## config.mk

```make
export PLATFORM = sky130hd
export DESIGN_NAME = day10_line_parser_flat
export DESIGN_NICKNAME = d
export VERILOG_FILES = /design/src/rtl/day10_line_parser_if.sv /design/src/rtl/day10_line_parser.sv /design/src/flat_wrapper.sv
export SDC_FILE = /design/constraint.sdc
export NUM_CORES = 1
export LEC_CHECK = 0
export CORE_UTILIZATION = 29
export CTS_BUF_LIST = sky130_fd_sc_hd__clkbuf_16
export CTS_CLUSTER_DIAMETER = 40
export CTS_CLUSTER_SIZE = 12
export DETAILED_ROUTE_END_ITERATION = 7
export GPL_TIMING_DRIVEN = 0
export PLACE_DENSITY = 0.53
export RECOVER_POWER = 25
export REMOVE_ABC_BUFFERS = 1
export SLEW_MARGIN = 20
export SYNTH_ARGS = -nofsm -noshare
export SYNTH_HDL_FRONTEND = slang
export SYNTH_SLANG_ARGS = --single-unit
```

## constraint.sdc

```tcl
create_clock -name clk -period 2.51 [get_ports clk]
set_input_delay 0.502 -clock clk [delete_from_list [all_inputs] [get_ports clk]]
set_output_delay 0.502 -clock clk [all_outputs]
set_load 0.05 [all_outputs]
```

## src/rtl/day10_line_parser_if.sv

```systemverilog
// ---------------------------------------------------------------------------
// day10_line_parser_if
//   AXI-stream style ASCII character channel, one character per beat.
//
//   s_tdata  : 8-bit ASCII character
//   s_tvalid : producer has a character on s_tdata
//   s_tready : consumer accepts the character this cycle
//
//   master : character producer (drives data/valid)
//   slave  : character consumer (drives ready)
// ---------------------------------------------------------------------------
interface day10_line_parser_if;
    logic [7:0] s_tdata;
    logic       s_tvalid;
    logic       s_tready;

    modport master (
        output s_tdata,
        output s_tvalid,
        input  s_tready
    );

    modport slave (
        input  s_tdata,
        input  s_tvalid,
        output s_tready
    );
endinterface

```

## src/rtl/day10_line_parser.sv

```systemverilog
// ---------------------------------------------------------------------------
// day10_line_parser
//   Parses one machine description per text line, e.g.
//     [.##.] (3) (1,3) (2) {3,5,4,7}\n
//   into a light target pattern plus one toggle mask per button group, then
//   hands the machine to a downstream solver with a one-cycle start pulse.
//   Spaces and carriage returns are ignored everywhere; malformed or
//   oversized lines set a sticky error and are dropped up to the next '\n'.
//
//   clk           : clock, all state on rising edge
//   rst_n         : asynchronous active-low reset
//   s_axis        : ASCII character stream (slave side)
//   target_lights : bit i set when light i is '#'
//   num_lights    : light count of the emitted line
//   button_masks  : entry b bit i set when button b toggles light i
//   num_buttons   : button count of the emitted line
//   start         : one-cycle pulse, outputs carry a new machine from the
//                   following cycle until the next start
//   ready         : downstream solver can accept start
//   error         : sticky malformed-line flag, cleared only by reset
// ---------------------------------------------------------------------------
module day10_line_parser #(
    parameter int  MAX_NUM_LIGHTS  = 6,
    parameter int  MAX_NUM_BUTTONS = 6,
    localparam int LW = (MAX_NUM_LIGHTS  <= 1) ? 1 : $clog2(MAX_NUM_LIGHTS + 1),
    localparam int BW = (MAX_NUM_BUTTONS <= 1) ? 1 : $clog2(MAX_NUM_BUTTONS + 1)
) (
    input  logic                                            clk,
    input  logic                                            rst_n,
    day10_line_parser_if.slave                              s_axis,
    output logic [MAX_NUM_LIGHTS-1:0]                       target_lights,
    output logic [LW-1:0]                                   num_lights,
    output logic [MAX_NUM_BUTTONS-1:0][MAX_NUM_LIGHTS-1:0]  button_masks,
    output logic [BW-1:0]                                   num_buttons,
    output logic                                            start,
    input  logic                                            ready,
    output logic                                            error
);

    localparam logic [7:0] CH_LBRACK = 8'h5B; // [
    localparam logic [7:0] CH_RBRACK = 8'h5D; // ]
    localparam logic [7:0] CH_DOT    = 8'h2E; // .
    localparam logic [7:0] CH_HASH   = 8'h23; // #
    localparam logic [7:0] CH_LPAREN = 8'h28; // (
    localparam logic [7:0] CH_RPAREN = 8'h29; // )
    localparam logic [7:0] CH_COMMA  = 8'h2C; // ,
    localparam logic [7:0] CH_LBRACE = 8'h7B; // {
    localparam logic [7:0] CH_RBRACE = 8'h7D; // }
    localparam logic [7:0] CH_NL     = 8'h0A;
    localparam logic [7:0] CH_CR     = 8'h0D;
    localparam logic [7:0] CH_SPACE  = 8'h20;

    typedef enum logic [2:0] {
        ST_IDLE,
        ST_LIGHTS,
        ST_GROUPS,
        ST_BUTTON,
        ST_JOLT,
        ST_EOL,
        ST_EMIT,
        ST_DISCARD
    } state_t;

    state_t state, state_next;

    // Working copy of the line being parsed.
    logic [MAX_NUM_LIGHTS-1:0]                      w_lights;
    logic [LW-1:0]                                  w_nl;
    logic [MAX_NUM_BUTTONS-1:0][MAX_NUM_LIGHTS-1:0] w_masks;
    logic [BW-1:0]                                  w_nb;
    logic [3:0]                                     idx_acc;
    logic                                           have_digit;
    logic                                           tready_en;

    // Per-character actions decoded by the FSM.
    logic clr_work, add_light, add_digit, begin_button;
    logic commit_idx, end_button, set_error, do_emit, bad;

    logic [7:0]                ch;
    logic                      hs, is_skip, is_nl, is_digit;
    logic                      lights_full, buttons_full, idx_out_of_range;
    logic [7:0]                idx_prod;
    logic [3:0]                idx_next;
    logic [MAX_NUM_LIGHTS-1:0] light_onehot, idx_onehot;

    assign ch       = s_axis.s_tdata;
    // tready_en keeps s_tready low while reset is held and for the edge that
    // follows its release.
    assign s_axis.s_tready = tready_en && (state != ST_EMIT);
    assign hs       = s_axis.s_tvalid && s_axis.s_tready;
    assign is_skip  = (ch == CH_SPACE) || (ch == CH_CR);
    assign is_nl    = (ch == CH_NL);
    assign is_digit = (ch >= 8'h30) && (ch <= 8'h39);

    assign lights_full      = (32'(w_nl) == MAX_NUM_LIGHTS);
    assign buttons_full     = (32'(w_nb) == MAX_NUM_BUTTONS);
    assign idx_out_of_range = (32'(idx_acc) >= 32'(w_nl));

    // Decimal accumulate; ASCII digits carry their value in the low nibble.
    // Largest product is 15*10+9 = 159, so 8 bits never wrap.
    assign idx_prod = ({4'd0, idx_acc} * 8'd10) + {4'd0, ch[3:0]};
    assign idx_next = (idx_prod > 8'd15) ? 4'hF : idx_prod[3:0];

    always_comb begin
        light_onehot = '0;
        idx_onehot   = '0;
        for (int i = 0; i < MAX_NUM_LIGHTS; i++) begin
            light_onehot[i] = (32'(w_nl) == i);
            idx_onehot[i]   = (32'(idx_acc) == i);
        end
    end

    // ---------------------------------------------------------------------
    // FSM state register
    // ---------------------------------------------------------------------
    always_ff @(posedge clk or negedge rst_n) begin
        if (!rst_n) begin
            state <= ST_IDLE;
        end else begin
            // NOTE: sequential state is written with <= so every register
            // samples pre-edge values, independent of statement order.
            state <= state_next;
        end
    end

    // ---------------------------------------------------------------------
    // FSM next-state and action decode
    // ---------------------------------------------------------------------
    always_comb begin
        // NOTE: every output of this block gets a default first, so no path
        // leaves a signal unassigned and no latch is inferred.
        state_next   = state;
        clr_work     = 1'b0;
        add_light    = 1'b0;
        add_digit    = 1'b0;
        begin_button = 1'b0;
        commit_idx   = 1'b0;
        end_button   = 1'b0;
        set_error    = 1'b0;
        do_emit      = 1'b0;
        bad          = 1'b0;

        if (state == ST_EMIT) begin
            if (ready) begin
                do_emit    = 1'b1;
                state_next = ST_IDLE;
            end
        end else if (hs && !is_skip) begin
            case (state)
                ST_IDLE: begin
                    if (ch == CH_LBRACK) begin
                        clr_work   = 1'b1;
                        state_next = ST_LIGHTS;
                    end else if (!is_nl) begin
                        bad = 1'b1;
                    end
                end
                ST_LIGHTS: begin
                    if (ch == CH_DOT || ch == CH_HASH) begin
                        if (lights_full) bad = 1'b1;
                        else             add_light = 1'b1;
                    end else if (ch == CH_RBRACK) begin
                        if (w_nl == '0) bad = 1'b1;
                        else            state_next = ST_GROUPS;
                    end else begin
                        bad = 1'b1;
                    end
                end
                ST_GROUPS: begin
                    if (ch == CH_LPAREN) begin
                        if (buttons_full) begin
                            bad = 1'b1;
                        end else begin
                            begin_button = 1'b1;
                            state_next   = ST_BUTTON;
                        end
                    end else if (ch == CH_LBRACE) begin
                        state_next = ST_JOLT;
                    end else begin
                        bad = 1'b1;
                    end
                end
                ST_BUTTON: begin
                    if (is_digit) begin
                        add_digit = 1'b1;
                    end else if (ch == CH_COMMA || ch == CH_RPAREN) begin
                        if (!have_digit || idx_out_of_range) begin
                            bad = 1'b1;
                        end else begin
                            commit_idx = 1'b1;
                            if (ch == CH_RPAREN) begin
                                end_button = 1'b1;
                                state_next = ST_GROUPS;
                            end
                        end
                    end else begin
                        bad = 1'b1;
                    end
                end
                ST_JOLT: begin
                    if (ch == CH_RBRACE) state_next = ST_EOL;
                    else if (is_nl)      bad = 1'b1;
                end
                ST_EOL: begin
                    if (is_nl) state_next = ST_EMIT;
                    else       bad = 1'b1;
                end
                ST_DISCARD: begin
                    if (is_nl) state_next = ST_IDLE;
                end
                default: ;
            endcase

            // A '\n' that breaks a line already ends it, so skip DISCARD
            // and let the next line start cleanly.
            if (bad) begin
                set_error  = 1'b1;
                state_next = is_nl ? ST_IDLE : ST_DISCARD;
            end
        end
    end

    assign start = do_emit;

    // ---------------------------------------------------------------------
    // Working and output registers
    // ---------------------------------------------------------------------
    always_ff @(posedge clk or negedge rst_n) begin
        if (!rst_n) begin
            // NOTE: the mask arrays are plain flops, not RAM, so they are
            // reset along with everything else; downstream relies on unused
            // entries reading as zero.
            tready_en     <= 1'b0;
            error         <= 1'b0;
            w_lights      <= '0;
            w_nl          <= '0;
            w_masks       <= '0;
            w_nb          <= '0;
            idx_acc       <= '0;
            have_digit    <= 1'b0;
            target_lights <= '0;
            num_lights    <= '0;
            button_masks  <= '0;
            num_buttons   <= '0;
        end else begin
            tready_en <= 1'b1;

            if (set_error) error <= 1'b1;

            if (clr_work) begin
                w_lights   <= '0;
                w_nl       <= '0;
                w_masks    <= '0;
                w_nb       <= '0;
                idx_acc    <= '0;
                have_digit <= 1'b0;
            end

            if (add_light) begin
                if (ch == CH_HASH) w_lights <= w_lights | light_onehot;
                w_nl <= w_nl + LW'(1);
            end

            if (begin_button) begin
                idx_acc    <= '0;
                have_digit <= 1'b0;
            end

            if (add_digit) begin
                idx_acc    <= idx_next;
                have_digit <= 1'b1;
            end

            if (commit_idx) begin
                // OR-in keeps a repeated index idempotent.
                for (int b = 0; b < MAX_NUM_BUTTONS; b++) begin
                    if (32'(w_nb) == b) w_masks[b] <= w_masks[b] | idx_onehot;
                end
                idx_acc    <= '0;
                have_digit <= 1'b0;
            end

            if (end_button) w_nb <= w_nb + BW'(1);

            if (do_emit) begin
                target_lights <= w_lights;
                num_lights    <= w_nl;
                button_masks  <= w_masks;
                num_buttons   <= w_nb;
            end
        end
    end

endmodule

```

## src/flat_wrapper.sv

```systemverilog
// flat-port wrapper written by rule: the top's interface ports become plain ports
module day10_line_parser_flat 
#(
    parameter int  MAX_NUM_LIGHTS  = 6,
    parameter int  MAX_NUM_BUTTONS = 6,
    localparam int LW = (MAX_NUM_LIGHTS  <= 1) ? 1 : $clog2(MAX_NUM_LIGHTS + 1),
    localparam int BW = (MAX_NUM_BUTTONS <= 1) ? 1 : $clog2(MAX_NUM_BUTTONS + 1)
)
  (clk, rst_n, target_lights, num_lights, button_masks, num_buttons, start, ready, error, s_axis_s_tdata, s_axis_s_tvalid, s_axis_s_tready);
  day10_line_parser_if s_axis_i ();
  input  logic clk;
  input  logic rst_n;
  output logic [MAX_NUM_LIGHTS-1:0] target_lights;
  output logic [LW-1:0] num_lights;
  output logic [MAX_NUM_BUTTONS-1:0][MAX_NUM_LIGHTS-1:0] button_masks;
  output logic [BW-1:0] num_buttons;
  output logic start;
  input  logic ready;
  output logic error;
  input wire logic [$bits(s_axis_i.s_tdata)-1:0] s_axis_s_tdata;
  input wire logic [$bits(s_axis_i.s_tvalid)-1:0] s_axis_s_tvalid;
  output wire logic [$bits(s_axis_i.s_tready)-1:0] s_axis_s_tready;
  assign s_axis_i.s_tdata = s_axis_s_tdata;
  assign s_axis_i.s_tvalid = s_axis_s_tvalid;
  assign s_axis_s_tready = s_axis_i.s_tready;
  day10_line_parser #(.MAX_NUM_LIGHTS(MAX_NUM_LIGHTS), .MAX_NUM_BUTTONS(MAX_NUM_BUTTONS)) u_core (.clk(clk), .rst_n(rst_n), .s_axis(s_axis_i), .target_lights(target_lights), .num_lights(num_lights), .button_masks(button_masks), .num_buttons(num_buttons), .start(start), .ready(ready), .error(error));
endmodule
```

==> flow_summary.json, run 1 <==
{
  "drc": 0,
  "dp_hpwl_um": 8271,
  "hold_viol": 0,
  "finalSetupViolations": 0,
  "post-route-period-util": 0.9686,
  "vias": 4108,
  "wl_per_cell_um": 15.47,
  "viasPerCell": 4.856,
  "required_ns": 2.75,
  "final_area_um2": 6490,
  "yosysMostFrequentCell": "nand2_1",
  "async_flop_share": 1.000,
  "grt-ovfl-total": 0,
  "first_global_vias": 4078,
  "swShare": 0.3212,
  "placed_cell_area_um2": 5854,
  "synth_top_area_frac": 0.5341,
  "synth_area_um2": 4966,
  "dpl_worst_slack_ns": -1.276,
  "n_antenna_cell": 0,
  "grt_max_degree": 72,
  "std_cell_rows": 47,
  "core_um2": 16640,
  "area_delta_synth_final_pct": 30.69,
  "synth_commonest_cells": "nand2_1 (191), dfrtp_1 (106), o21ai_0 (37)",
  "power_frac_comb": 0.258,
  "worst_slack_ns": 0.07883,
  "hp-class": "in -> async",
  "layout_min_cycle_time_ns": 2.431,
  "crit_type": "in -> reg",
  "antenna_found_initial": 0,
  "pwr-share-clk": 0.320,
  "violations": "capacitance limit, slew limit",
  "p_leak_nw": 2.987,
  "postSynthCellCount": 539,
  "fin_nets": 655,
  "cts_max_level": 3,
  "fin_skew_ns": 0.006883,
  "die_w_um": 132.9,
  "cts_hold_buf": 0,
  "clkSinkCount": 106,
  "cp_data_arrival_time_ns": 2.68,
  "cts-root-buf": "clkbuf_16",
  "cts_buffers": 9,
  "ant_nets": 0,
  "ys_seq_area_frac": 0.5341,
  "worst_hold_slack_ns": 0.01476,
  "yosys-top-cells-area": "dfrtp_1 (53%), nand2_1 (14%), ha_1 (5.0%)",
  "startpoint_type": "primary input",
  "setup_tns_ns": 0,
  "fmax_ghz": 0.4113,
  "cts_buffer_depth": 2,
  "yosys.area.top_type": "dfrtp_1",
  "grt_pass1_wl_um": 21000,
  "first_pass_iters": 4,
  "cts_tree": "done",
  "power_density_nw_per_um2": 676.8,
  "synth-edff-count": 0,
  "end_kind": "register",
  "synth_warnings": 0,
  "drive_above_1_share": 0.1406,
  "ios": 63,
  "slew_viol_final": 72,
  "syn_area_per_cell_um2": 9.213,
  "postLayoutCoreUtil": 0.3900,
  "start_util": 0.2984,
  "numPortBuffers": 62,
  "clk-insertion-delay-late_ns": 0.35,
  "dieArea_um2": 17650,
  "drt_iter0_drc": 238,
  "switchingPower_w": 0.001411,
  "outcome": "complete, but fails checks",
  "cp_max_fo": 7,
  "ys_ff_latch": 106,
  "relSlewSlack": -0.05972,
  "pwr-share-seq": 0.421,
  "peakVddDrop_uv": 512.8,
  "grt.total_usage": 0.1517,
  "routed_wirelength_um": 13090,
  "worst_slew_pin_slew_ns": 1.590,
  "nFillCells": 1678,
  "die_h_um": 132.9,
  "yosysUniqueCellTypes": 61,
  "gp_congestion": 0.7992,
  "internal_power_w": 0.002982,
  "ys.flop_type": "dfrtp_1",
  "clk_pin_slew_worst_paths_ns": 0.07,
  "max_cap_viol_count": 1
}
## sequential cells by signal, summed over array words and instances (netlist names), 4 cells and up
name / flops
u_core.idx_acc: 4
u_core.w_lights: 6
u_core.w_masks: 36
u_core.target_lights: 6
u_core.button_masks: 36
## final timing paths
check                           slack [ns]                 endpoint               startpoint  depth (start not counted)
worst min register to register        0.47  u_core.target_lights[2]  u_core.target_lights[2]                          2
min in group clk                      0.47  u_core.target_lights[2]  u_core.target_lights[2]                          2
worst max register to register        0.10       u_core.w_masks[34]           u_core.w_nl[2]                         10
worst max-delay path                  0.08          u_core.state[2]        s_axis_s_tdata[5]                          7
worst min-delay path                  0.01          u_core.state[2]                    rst_n                          1
max in group asynchronous             0.53        u_core.idx_acc[0]                    rst_n                          2
## stage by stage
| step | total power, W | instances |
|---|---|---|
| floorplan | 0.002463 | 519 |
| global placement | 0.002706 | 801 |
| detailed placement | 0.002751 | 803 |
| CTS | 0.004326 | 829 |
| global route | 0.004621 | 846 |
| finish | 0.004393 | 846 |
## worst max-delay path, stage by stage
cell and delay, ns:
clkdlybuf4s15_1 0.27, or4_4 0.58, or2_4 0.28, a2bb2oi_1 0.22
o2111ai_2 0.23, o22a_2 0.33, a41o_1 0.26
## layout make-up
cell class                 instances  area, um^2  share of cell area
sequential                       106        2661              0.4101
multi-input combinational        401        2374              0.3657
timing repair buffer              88       814.5              0.1255
tap                              220       275.3             0.04241
clock buffer                       9       225.2             0.03470
inverter                          14       68.82             0.01060
clock inverter                     7       62.56            0.009639
timing repair inverter             1       8.758            0.001350
## power by group through the flow
stage                     Combinational [W]  Sequential, W  Clock [W]
after floorplan                    0.000603        0.00186          0
after global placement             0.000826        0.00188          0
after detailed placement           0.000870        0.00188          0
after CTS                           0.00103        0.00185    0.00145
after global routing                0.00124        0.00186    0.00153
final                               0.00113        0.00185    0.00141
## kinds of logic (layout without fill, tap and decap cells)
kind of cell	after synthesis	after routing	synth area share
buf+inv	34	119	0.02721
fa+ha+maj	22	22	0.05845
xor+xnor	2	2	0.003528
flops	106	106	0.5341
other cells	1	1	0.0007551
compound gates	95	95	0.1219
simple gates	279	281	0.2540
## layout by cell type (no fill, tap or decap), drive strengths merged, types with 3 or more instances in the layout
cell	synthesis	routed
or3	4	4
nor2b	4	4
nand2	191	191
ha	20	20
o21ai	52	52
clkdlybuf4s50	0	50
nor3b	6	6
a31oi	4	4
buf	2	28
dfrtp	106	106
nor3	6	6
nand3b	3	3
inv	13	15
and3	3	3
o21a	4	4
o2bb2ai	4	4
clkinv	1	4
nor4	3	3
clkbuf	18	11
nand4b	4	4
nor2	23	23
nand2b	5	5
a21oi	9	9
nand3	12	14
dlygate4sd2	0	6
## per-layer routing
layer | track usage | wire length [um] | vias up
met2 | 0.2504 | 6222 | 96
li1 | - | - | 1983
met5 | 0 | 0 | -
met4 | 0.04662 | 170 | 0
met3 | 0.03870 | 752 | 14
met1 | 0.1943 | 5941 | 2015
## repair_timing
| item | CTS | global route |
|---|---|---|
| endpoints found under the setup margin | 58 | 42 |
| buffers inserted | 8 | 16 |
| pin swaps | 4 | 8 |
| gates cloned | 2 | 1 |
| resized for setup | 47 | 28 |
No activity file was read; power rests on OpenSTA's default activity.
==> run 2, diff against run 1 <==
- CTS_CLUSTER_SIZE: 12 -> not set
- PLACE_DENSITY: 0.53 -> 0.51
- clock period: 2.51 -> 2.8 ns (I/O delays scaled with it)
==> flow_summary.json, run 2 (synthesis gave the netlist of run 1 again) <==
{
  "numPortBuffers": 62,
  "critPathMaxStageDelay_ns": 0.43,
  "antenna_found_initial": 0,
  "p_leak_nw": 2.915,
  "fin_nets": 641,
  "drt_iter0_drc": 222,
  "ant_nets": 0,
  "max_cap_viol_count": 0,
  "cts_buffers": 9,
  "grt.total_usage": 0.1527,
  "reg.largest.list": "u_core.button_masks (36), u_core.w_masks (36)",
  "dp_hpwl_um": 8263,
  "ios": 63,
  "cts_tree": "done",
  "startpoint_type": "register",
  "start_util": 0.2984,
  "slew_viol_final": 0,
  "nFillCells": 1666,
  "gp_congestion": 0.7872,
  "wl_per_cell_um": 15.30,
  "cts_hold_buf": 0,
  "hold_viol": 0,
  "cp_cell_sequence": "inv_2, ha_1, or3b_1, or2_2, or3_1, nor4_4, buf_4, nand2_1, o21ai_1",
  "required_ns": 3.08,
  "final_area_um2": 6339,
  "grt-ovfl-total": 0,
  "finalSetupViolations": 0,
  "vias": 3975,
  "area_delta_synth_final_pct": 27.64,
  "end_kind": "register",
  "regArea_um2": 2655,
  "peakVddDrop_uv": 489.8,
  "dieArea_um2": 17650,
  "cts-root-buf": "clkbuf_16",
  "first_global_vias": 4095,
  "clk_pin_slew_worst_paths_ns": 0.07,
  "relSlewSlack": 0.1062,
  "post-route-period-util": 0.9422,
  "core_um2": 16640,
  "placed_cell_area_um2": 5854,
  "clk-insertion-delay-late_ns": 0.35,
  "outcome": "finished clean",
  "cp_max_fo": 6,
  "viasPerCell": 4.778,
  "crit_type": "reg -> reg",
  "layout_min_cycle_time_ns": 2.638,
  "cts_buffer_depth": 2,
  "p_total_w": 0.003810,
  "final_common_cell": "nand2_1",
  "cts_max_level": 3,
  "final_cell_mix": "nand2_1 (189), dfrtp_1 (104), clkdlybuf4s50_1 (50)",
  "fin_skew_ns": 0.009029,
  "power_density_nw_per_um2": 601.0,
  "drc": 0,
  "hp-class": "reg -> reg",
  "worst_slew_pin_slew_ns": 1.341,
  "clkSinkCount": 106,
  "cpLargestDelayFamily": "simple AND/OR/NAND/NOR gates",
  "drive_above_1_share": 0.09804,
  "std_cell_rows": 47,
  "die_w_um": 132.9,
  "critPathBufInv": 2,
  "die_h_um": 132.9,
  "multiInputGateArea_um2": 2316,
  "cpMaxStageDelayCell": "dfrtp_2",
  "n_antenna_cell": 0,
  "routed_wirelength_um": 12730,
  "cp_data_arrival_time_ns": 2.92,
  "fmax_ghz": 0.3790,
  "first_pass_iters": 4,
  "grt_pass1_wl_um": 21030,
  "grt_max_degree": 55
}
## run 2: cell count changes in the layout (fill, tap and decap cells not counted), sizes merged
| cell | delta |
|---|---|
| clkinvlp | +1 |
| buf | -17 |
| bufinv | -1 |
| clkinv | -1 |
| dlygate4sd2 | -2 |
| clkdlybuf4s15 | -1 |
| inv | +1 |
| dlymetal6s2s | +6 |
## run 2: power by group
part / internal [W] / leakage, nW / switching, W
logic: 0.000372 / 1.32 / 0.000567
registers: 0.00157 / 1.46 / 0.0000934
clock network: 0.000612 / 0.132 / 0.000593
total: 0.00256 / 2.92 / 0.00125
## run 2: cell type report
type | count | area share
Tap cell | 220 | 0.04343
Inverter | 14 | 0.01086
Sequential cell | 106 | 0.4189
Clock buffer | 9 | 0.03553
Timing Repair inverter | 1 | 0.001382
Timing Repair Buffer | 74 | 0.1163
Multi-Input combinational cell | 401 | 0.3654
Clock inverter | 7 | 0.008291
## run 2: path summary, 6_finish.rpt
| path | slack [ns] | startpoint | to | depth (start not counted) |
|---|---|---|---|---|
| max in group asynchronous | 0.73 | rst_n | u_core.state[1] | 2 |
| max reg2reg | 0.16 | u_core.w_nl[2] | u_core.w_masks[7] | 9 |
| min in group asynchronous | 0.50 | rst_n | u_core.button_masks[26] | 1 |
| min reg2reg | 0.47 | u_core.error | u_core.error | 1 |
| max | 0.16 | u_core.w_nl[2] | u_core.w_masks[7] | 9 |
| min | 0.47 | u_core.error | u_core.error | 1 |
## run 2: what timing repair did
item                       4_1_cts  5_1_grt
pin swaps                        3        6
setup endpoints to repair       49       46
resized for setup               20       20
gates cloned                     2        1
buffers inserted                 3        7
## run 2: metal layers
| metal | part of all wire | track usage | vias to the layer above | wire [um] |
|---|---|---|---|---|
| met1 | 0.50 | 0.2035 | 1931 | 6310 |
| li1 | - | - | 1962 | - |
| met2 | 0.46 | 0.2423 | 65 | 5853 |
| met3 | 0.027 | 0.02989 | 17 | 344 |
| met4 | 0.017 | 0.06258 | 0 | 221 |
| met5 | 0 | 0 | - | 0 |
## run 2: through the flow
step	TNS [ns]	util	hold WS, ns	std cells	setup WS (ns)
CTS	-0.07010	0.3746	0.1704	824	-0.04663
detailed placement	-34.63	0.3518	0.4524	803	-1.071
finish	0	0.3809	0.4706	832	0.1618
global placement	-468.04	0.3473	0.4488	801	-3.212
floorplan	-24.34	-	0.2644	519	-0.6349
global route	-0.001395	0.3809	0.4872	832	-0.001395
